--- config.mk ---
export PLATFORM = sky130hd
export DESIGN_NAME = spike_encoder
export DESIGN_NICKNAME = d
export VERILOG_FILES = /design/src/rtl/spike_encoder.sv
export SDC_FILE = /design/constraint.sdc
export NUM_CORES = 1
export LEC_CHECK = 0
export BUFFER_PORTS_ARGS = -buffer_cell sky130_fd_sc_hd__buf_2
export CORE_MARGIN = 2
export CORE_UTILIZATION = 55
export CTS_CLUSTER_DIAMETER = 30
export DETAILED_ROUTE_END_ITERATION = 16
export GPL_TIMING_DRIVEN = 0
export PLACE_DENSITY = 0.81
export SKIP_LAST_GASP = 1
export SLEW_MARGIN = 10
export SYNTH_ARGS = -nofsm -noshare
export SYNTH_HDL_FRONTEND = slang
export SYNTH_SLANG_ARGS = --single-unit
--- constraint.sdc ---
create_clock -name clk -period 6.3 [get_ports clk]
set_input_delay 1.26 -clock clk [delete_from_list [all_inputs] [get_ports clk]]
set_output_delay 1.26 -clock clk [all_outputs]
set_load 0.05 [all_outputs]
--- src/rtl/spike_encoder.sv ---
// spike_encoder: loads N_CH intensities serially, then rate-codes them into WINDOW cycles of parallel spikes.
// Define SPIKE_ENC_LFSR_EN to replace accumulator coding with stochastic LFSR coding.
module spike_encoder #(
    parameter int N_CH   = 9,
    parameter int VAL_W  = 4,
    parameter int WINDOW = 16
) (
    input  logic             clk,
    input  logic             reset,
    input  logic             start,
    input  logic             learn_en,
    input  logic [VAL_W-1:0] pix_data,
    input  logic             pix_valid,
    output logic             pix_ready,
    output logic [0:N_CH-1]  spikes,
    output logic             spike_valid,
    output logic             learn_out,
    output logic             busy,
    output logic             done
);
    localparam int              CH_W      = (N_CH > 1) ? $clog2(N_CH) : 1;
    localparam logic [CH_W-1:0] CH_LAST   = CH_W'(N_CH - 1);
    localparam logic [VAL_W-1:0] STEP_LAST = VAL_W'(WINDOW - 1);

    typedef enum logic [1:0] {IDLE, LOAD, RUN, DONE} state_t;

    state_t           state;
    logic [CH_W-1:0]  ch_idx;
    logic [VAL_W-1:0] step;
    logic             learn_lat;
    logic [VAL_W-1:0] val [N_CH];
    logic [0:N_CH-1]  spike_next;

`ifdef SPIKE_ENC_LFSR_EN
    localparam logic [15:0] LFSR_SEED = 16'hACE1;
    logic [15:0] lfsr;

    function automatic logic [15:0] lfsr_advance(input logic [15:0] x);
        return {x[14:0], x[15] ^ x[13] ^ x[12] ^ x[10]};
    endfunction

    // Bit k of x rotated left by n is x[(k - n) mod 16], i.e. bit 16-n+k of {x, x}.
    function automatic logic [VAL_W-1:0] lfsr_slice(input logic [15:0] x, input int n);
        logic [31:0] xx;
        xx = {x, x};
        return xx[16 - (n % 16) +: VAL_W];
    endfunction

    always_comb begin
        spike_next = '0;
        for (int i = 0; i < N_CH; i++) begin
            spike_next[i] = lfsr_slice(lfsr, i) < val[i];
        end
    end
`else
    logic [VAL_W-1:0] acc      [N_CH];
    logic [VAL_W-1:0] acc_next [N_CH];

    function automatic logic [VAL_W:0] acc_add(input logic [VAL_W-1:0] a, input logic [VAL_W-1:0] b);
        return {1'b0, a} + {1'b0, b};
    endfunction

    // The carry out of each wrap is the spike: val carries happen per 2**VAL_W steps.
    always_comb begin
        spike_next = '0;
        acc_next   = '{default: '0};
        for (int i = 0; i < N_CH; i++) begin
            {spike_next[i], acc_next[i]} = acc_add(acc[i], val[i]);
        end
    end
`endif

    always_ff @(posedge clk) begin
        if (reset) begin
            state       <= IDLE;
            ch_idx      <= '0;
            step        <= '0;
            learn_lat   <= 1'b0;
            pix_ready   <= 1'b0;
            busy        <= 1'b0;
            done        <= 1'b0;
            spike_valid <= 1'b0;
            learn_out   <= 1'b0;
            spikes      <= '0;
            for (int i = 0; i < N_CH; i++) begin
                val[i] <= '0;
`ifndef SPIKE_ENC_LFSR_EN
                acc[i] <= '0;
`endif
            end
`ifdef SPIKE_ENC_LFSR_EN
            lfsr <= LFSR_SEED;
`endif
        end else begin
            done        <= 1'b0;
            spike_valid <= 1'b0;
            learn_out   <= 1'b0;
            spikes      <= '0;
            case (state)
                IDLE: begin
                    if (start) begin
                        state     <= LOAD;
                        learn_lat <= learn_en;
                        ch_idx    <= '0;
                        pix_ready <= 1'b1;
                        busy      <= 1'b1;
`ifdef SPIKE_ENC_LFSR_EN
                        lfsr <= LFSR_SEED;
`else
                        for (int i = 0; i < N_CH; i++) acc[i] <= '0;
`endif
                    end
                end
                LOAD: begin
                    if (pix_valid) begin
                        val[ch_idx] <= pix_data;
                        if (ch_idx == CH_LAST) begin
                            state     <= RUN;
                            step      <= '0;
                            pix_ready <= 1'b0;
                        end else begin
                            ch_idx <= ch_idx + 1'b1;
                        end
                    end
                end
                RUN: begin
                    spikes      <= spike_next;
                    spike_valid <= 1'b1;
                    learn_out   <= learn_lat;
                    step        <= step + 1'b1;
`ifdef SPIKE_ENC_LFSR_EN
                    lfsr <= lfsr_advance(lfsr);
`else
                    for (int i = 0; i < N_CH; i++) acc[i] <= acc_next[i];
`endif
                    if (step == STEP_LAST) begin
                        state <= DONE;
                        done  <= 1'b1;
                    end
                end
                DONE: begin
                    state <= IDLE;
                    busy  <= 1'b0;
                end
                default: state <= IDLE;
            endcase
        end
    end
endmodule

==> results of run 1 <==
worst paths after layout:
| check | startpoint | endpoint | slack [ns] | cells after the start |
|---|---|---|---|---|
| min reg2reg | learn_lat | learn_lat | 0.46 | 2 |
| max reg2reg | state[0] | acc[0][8] | 4.03 | 7 |
| min | learn_lat | learn_lat | 0.46 | 2 |
| max | reset | acc[0][8] | 3.43 | 7 |
critical path, cell delays in order:
cell      delay, ns
buf_2          0.08
clkbuf_1       0.31
nand2b_1       0.16
clkbuf_1       0.44
inv_1          0.19
clkbuf_1       0.29
and2_1         0.25
per-layer routing:
metal,track usage (%),routed length [um]
met1,24.30,3775
met2,33.12,4478
met3,3.404,349
met4,12.22,233
met5,0,0
state kept, by name, indices dropped and copies added, names as in the netlist:
| signal | flops |
|---|---|
| state | 2 |
| busy | 1 |
| ch_idx | 4 |
| learn_out | 1 |
| step | 4 |
| spikes | 9 |
| acc | 36 |
| val | 36 |
| done | 1 |
| learn_lat | 1 |
| spike_valid | 1 |
| pix_ready | 1 |
Yosys cell counts (2+ instances only):
library cell,n
fa_1,9
a32oi_1,2
a21oi_1,25
nand2b_1,5
edfxtp_1,72
nand3_1,5
clkbuf_1,13
and3_1,25
a31oi_1,2
a211oi_1,3
or2_2,3
xor2_1,9
ha_1,47
nor2b_1,18
and2_1,24
nand2_1,12
nand3b_1,4
nand4b_1,3
dfxtp_1,25
nor3_1,9
o21ai_0,11
nand4_1,2
a21o_1,17
nor2_1,30
xnor2_1,2
nor3b_1,2
inv_1,36
cell type report:
type,count,area (sq um)
inverters,36,135.1
well taps,108,135.1
plain buffers,14,56.30
multi-input cells,277,2079
clock buffers,10,137.6
repair buffers,23,130.1
flip-flops and latches,97,2663
fillers,668,3353
clock inverters,5,31.28
power by group:
part	leakage [uW]	switching (uW)	internal, uW
clock	0.0000883	210	152
combinational	0.00131	308	192
sequential	0.000968	51.8	812
total	0.00236	569	1160
metrics by stage:
step                      hold WS, ns  util, %  cell area (sq um)  setup slack, ns
final                          0.4643    61.55               5368            3.432
after global routing           0.4831    61.55               5368            3.267
after CTS                      0.4680    61.55               5368            3.379
after detailed placement       0.4551    59.61               5199            3.002
after global placement         0.4552    59.35               5176            2.479
after floorplan                0.4296        -               4931            3.302
cells by family after synthesis:
logic type,after synthesis,synth area share [%]
AOI/OAI and AO/OA,61,7.485
xor gates and xnor gates,11,1.954
adders and majority gates,56,15.58
buffers and inverters,50,3.882
DFF,97,54.00
muxes,1,0.2030
and+or+nand+nor,148,16.90
==> qor.yml, run 1 <==
wire_per_inst_um: 15.50
via_per_inst: 5.498
synthTopCellsByArea: "edfxtp_1, ha_1, dfxtp_1"
cts_resized: 0
antennaDiodeCount: 0
synth_cells: 424
finalCritPeriodShare_pct: 45.52
io_pins: 23
grt_usage_pct: 19.92
layout.nets: 523
synth_top_cell_by_area: "edfxtp_1"
fin_tns_setup_ns: 0
synth_cell_types: 36
num_rows: 34
die_w_um: 98.69
end_kind: "flop"
cp_max_fo: 10
outcome: "completed"
port_buffers: 22
avgSynthCellArea_sq_um: 11.63
crit_arrival_ns: 2.99
syn_area_sq_um: 4931
cp.required_ns: 6.42
maxSlewHeadroom_pct: 56.12
hold_viol: 0
synthArstFlopShare_pct: 0
cts-root-buf: "clkbuf_8"
vias: 3134
synth_nets: 489
start_kind: "primary input"
maxSlewViolCount: 0
start_util_pct: 56.54
ys_warn_count: 0
fin_crit_ns: 2.868
leakage_uw: 0.002361
finClkSkew_ns: 0.006115
core_sq_um: 8721
worst_slew_pin_slew_ns: 0.6581
clkLatencyLatePin_ns: 0.36
setup_viol: 0
post-route-drc-count: 0
power_uw: 1725
postCtsHoldBufs: 0
cts-buffers-inserted: 9
dp_cells: 555
fin_cells: 570
antenna_left: 0
globalplace.congestion: 0.8573
drt-initial-drc-count: 181
antenna_found_initial: 0
final_cell_mix: "edfxtp_1, ha_1, inv_1, nor2_1"
clkTransAtPathRegs_ns: 0.09
grt_pass1_wl_um: 14970
synth.ff_latch_count: 97
drv_cap: 0
worst_hold_path_type: "reg -> reg"
postRouteWirelength_um: 8835
clock-sinks: 97
dp_hpwl_um: 6269
drive_above_1_share_pct: 9.740
grt_max_degree: 26
vdd.ir_drop.worst_uv: 186.7
final_common_cell: "edfxtp_1"
ys_seq_area_share_pct: 54.00
yosysTopAreaCellShare_pct: 43.85
gr-total-overflow: 0
ctsHtreeMaxLevel: 3
synth_flop_cell: "edfxtp_1"
critPathKind: "in -> reg"
power_density_nw_per_um2: 321.4
cts_tree: "done"
syn_to_final_growth_pct: 8.856
die_y_um: 98.69
synth_edf_count: 72
fmax_mhz: 348.7
rsz0062_at_grt: "no"
cts_setup_buffers: 0
firstDrtPassIters: 4
grt_pass1_vias: 3192
clockBufferDepth: 2
dieArea_sq_um: 9739
(Power assumes the default switching activity.)
==> run 2: changes to the inputs <==
- PLACE_DENSITY: 0.81 -> 0.83
- clock period: 6.3 -> 2.6 ns (I/O delays scaled with it)
==> qor.yml, run 2 (synthesis results as in run 1) <==
layout.nets: 523  # unchanged
critPathKind: "reg -> reg"  # was in -> reg
grt_usage_pct: 20.17  # was 19.92%
path_buf_inv: 4  # was 5
setup_viol: 0  # unchanged
grt_max_degree: 28  # was 26
vdd.ir_drop.worst_uv: 626.5  # was 186.7 uV
gr-total-overflow: 0  # unchanged
hold_ws_ns: 0.4040  # was 0.4643 ns
fillers: 659  # was 668
max_stage_delay_ns: 0.47  # was 0.44 ns
fin_cells: 571  # was 570
multi_input_area_sq_um: 2079  # unchanged
maxSlewViolCount: 0  # unchanged
cts_resized: 0  # unchanged
antennaDiodeCount: 0  # unchanged
cp.depth: 7  # unchanged
final_cell_mix: "edfxtp_1, ha_1, inv_1, nor2_1"  # unchanged
start_util_pct: 56.54  # unchanged
crit_slowest_cell: "clkbuf_1"  # unchanged
end_kind: "flop"  # unchanged
num_rows: 34  # unchanged
via_per_inst: 5.571  # was 5.498
maxSlewHeadroom_pct: 56.88  # was 56.12%
rsz0062_at_grt: "no"  # unchanged
outcome: "completed"  # unchanged
worst_hold_path_type: "in -> reg"  # was reg -> reg
start_kind: "flop"  # was primary input
dp_cells: 555  # unchanged
antenna_left: 0  # unchanged
finish.utilization_pct: 61.88  # was 61.55%
drive_above_1_share_pct: 9.719  # was 9.740%
leakage_uw: 0.002372  # was 0.002361 uW
cts-root-buf: "clkbuf_8"  # unchanged
crit_arrival_ns: 2.43  # was 2.99 ns
reg.largest.list: "acc (36), val (36), spikes (9)"  # unchanged
firstDrtPassIters: 5  # was 4
syn_to_final_growth_pct: 9.439  # was 8.856%
core_sq_um: 8721  # unchanged
drt-initial-drc-count: 165  # was 181
grt_pass1_vias: 3240  # was 3192
postLayoutCellArea_sq_um: 5396  # was 5368 sq um
post-route-drc-count: 0  # unchanged
cts_setup_buffers: 0  # unchanged
grt_pass1_wl_um: 15280  # was 14970 um
clkTransAtPathRegs_ns: 0.09  # about the same
power_uw: 4324  # was 1725 uW
min_path_cells: 3  # was 2
finalCritPeriodShare_pct: 88.81
antenna_found_initial: 0  # unchanged
drv_cap: 0  # unchanged
dp_hpwl_um: 6397  # was 6269 um
fin_crit_ns: 2.309
hold_viol: 0  # unchanged
cpLargestDelayFamily: "buffers and inverters"  # unchanged
port_buffers: 22  # unchanged
cp.required_ns: 2.72  # was 6.42 ns
cp_max_fo: 10  # unchanged
die_y_um: 98.69  # unchanged
io_pins: 23  # unchanged
clkLatencyLatePin_ns: 0.37  # was 0.36 ns
reg2reg_depth: 7  # unchanged
fmax_mhz: 433.1
power_density_nw_per_um2: 801.2  # was 321.4 nW/um^2
vias: 3181  # was 3134
clock-sinks: 97  # unchanged
postRouteWirelength_um: 9156  # was 8835 um
finClkSkew_ns: 0.01401  # was 0.006115 ns
final_common_cell: "edfxtp_1"  # unchanged
regArea_sq_um: 2663  # unchanged
worst_slew_pin_slew_ns: 0.6467  # was 0.6581 ns
globalplace.congestion: 0.8652  # was 0.8573
postCtsHoldBufs: 0  # unchanged
cts_tree: "done"  # unchanged
ctsHtreeMaxLevel: 3  # unchanged
die_w_um: 98.69  # unchanged
postPlaceCellArea_sq_um: 5199  # unchanged
cp_cell_sequence: "inv_1 > ha_1 > nand2b_1 > clkbuf_1 > inv_1 > clkbuf_1 > and2_1"  # was buf_2 > clkbuf_1 > nand2b_1 > clkbuf_1 > inv_1 > clkbuf_1 > and2_1
cts-buffers-inserted: 9  # unchanged
dieArea_sq_um: 9739  # unchanged
clockBufferDepth: 2  # unchanged
wire_per_inst_um: 16.04  # was 15.50 um
## run 2: cell type report
class	count	share of cell area, %
sequential	97	49.34
clock inverter	5	1.043
inverter	36	2.504
buffer	14	1.043
clock buffer	11	2.620
tap	108	2.504
timing repair buffer	23	2.411
multi-input combinational	277	38.53
## run 2: layer usage
metal	vias up	wire length [um]	track usage [%]
met3	21	444	3.617
met1	1518	3800	25.12
met4	0	204	9.168
met5	-	0	0
met2	93	4705	34.43
li1	1549	-	-
## run 2: stage by stage
stage / setup slack (ns) / TNS [ns]
4_1_cts: 0.2430 / 0
6_report: 0.2910 / 0
3_3_place_gp: -0.5072 / -18.13
5_1_grt: 0.06772 / 0
2_1_floorplan: 0.3415 / 0
3_5_place_dp: 0.02551 / 0
## run 2: power by group
group	total [uW]	switching [uW]	internal (uW)
registers	2090	127	1970
clock network	995	525	470
logic	1230	764	470
total	4320	1420	2910
## run 2: path summary, 6_finish.rpt
kind              startpoint  slack [ns]    endpoint
hold reg to reg    learn_lat        0.47   learn_lat
setup / recovery    state[0]        0.29  acc[0][28]
hold / removal      learn_en        0.40   learn_lat
setup reg to reg    state[0]        0.29  acc[0][28]
## run 2: worst register-to-register path, cell delays in order (launching register included)
cell and delay (ns):
dfxtp_1 0.42, inv_1 0.11, ha_1 0.22, nand2b_1 0.07, clkbuf_1 0.47, inv_1 0.19, clkbuf_1 0.32, and2_1 0.27
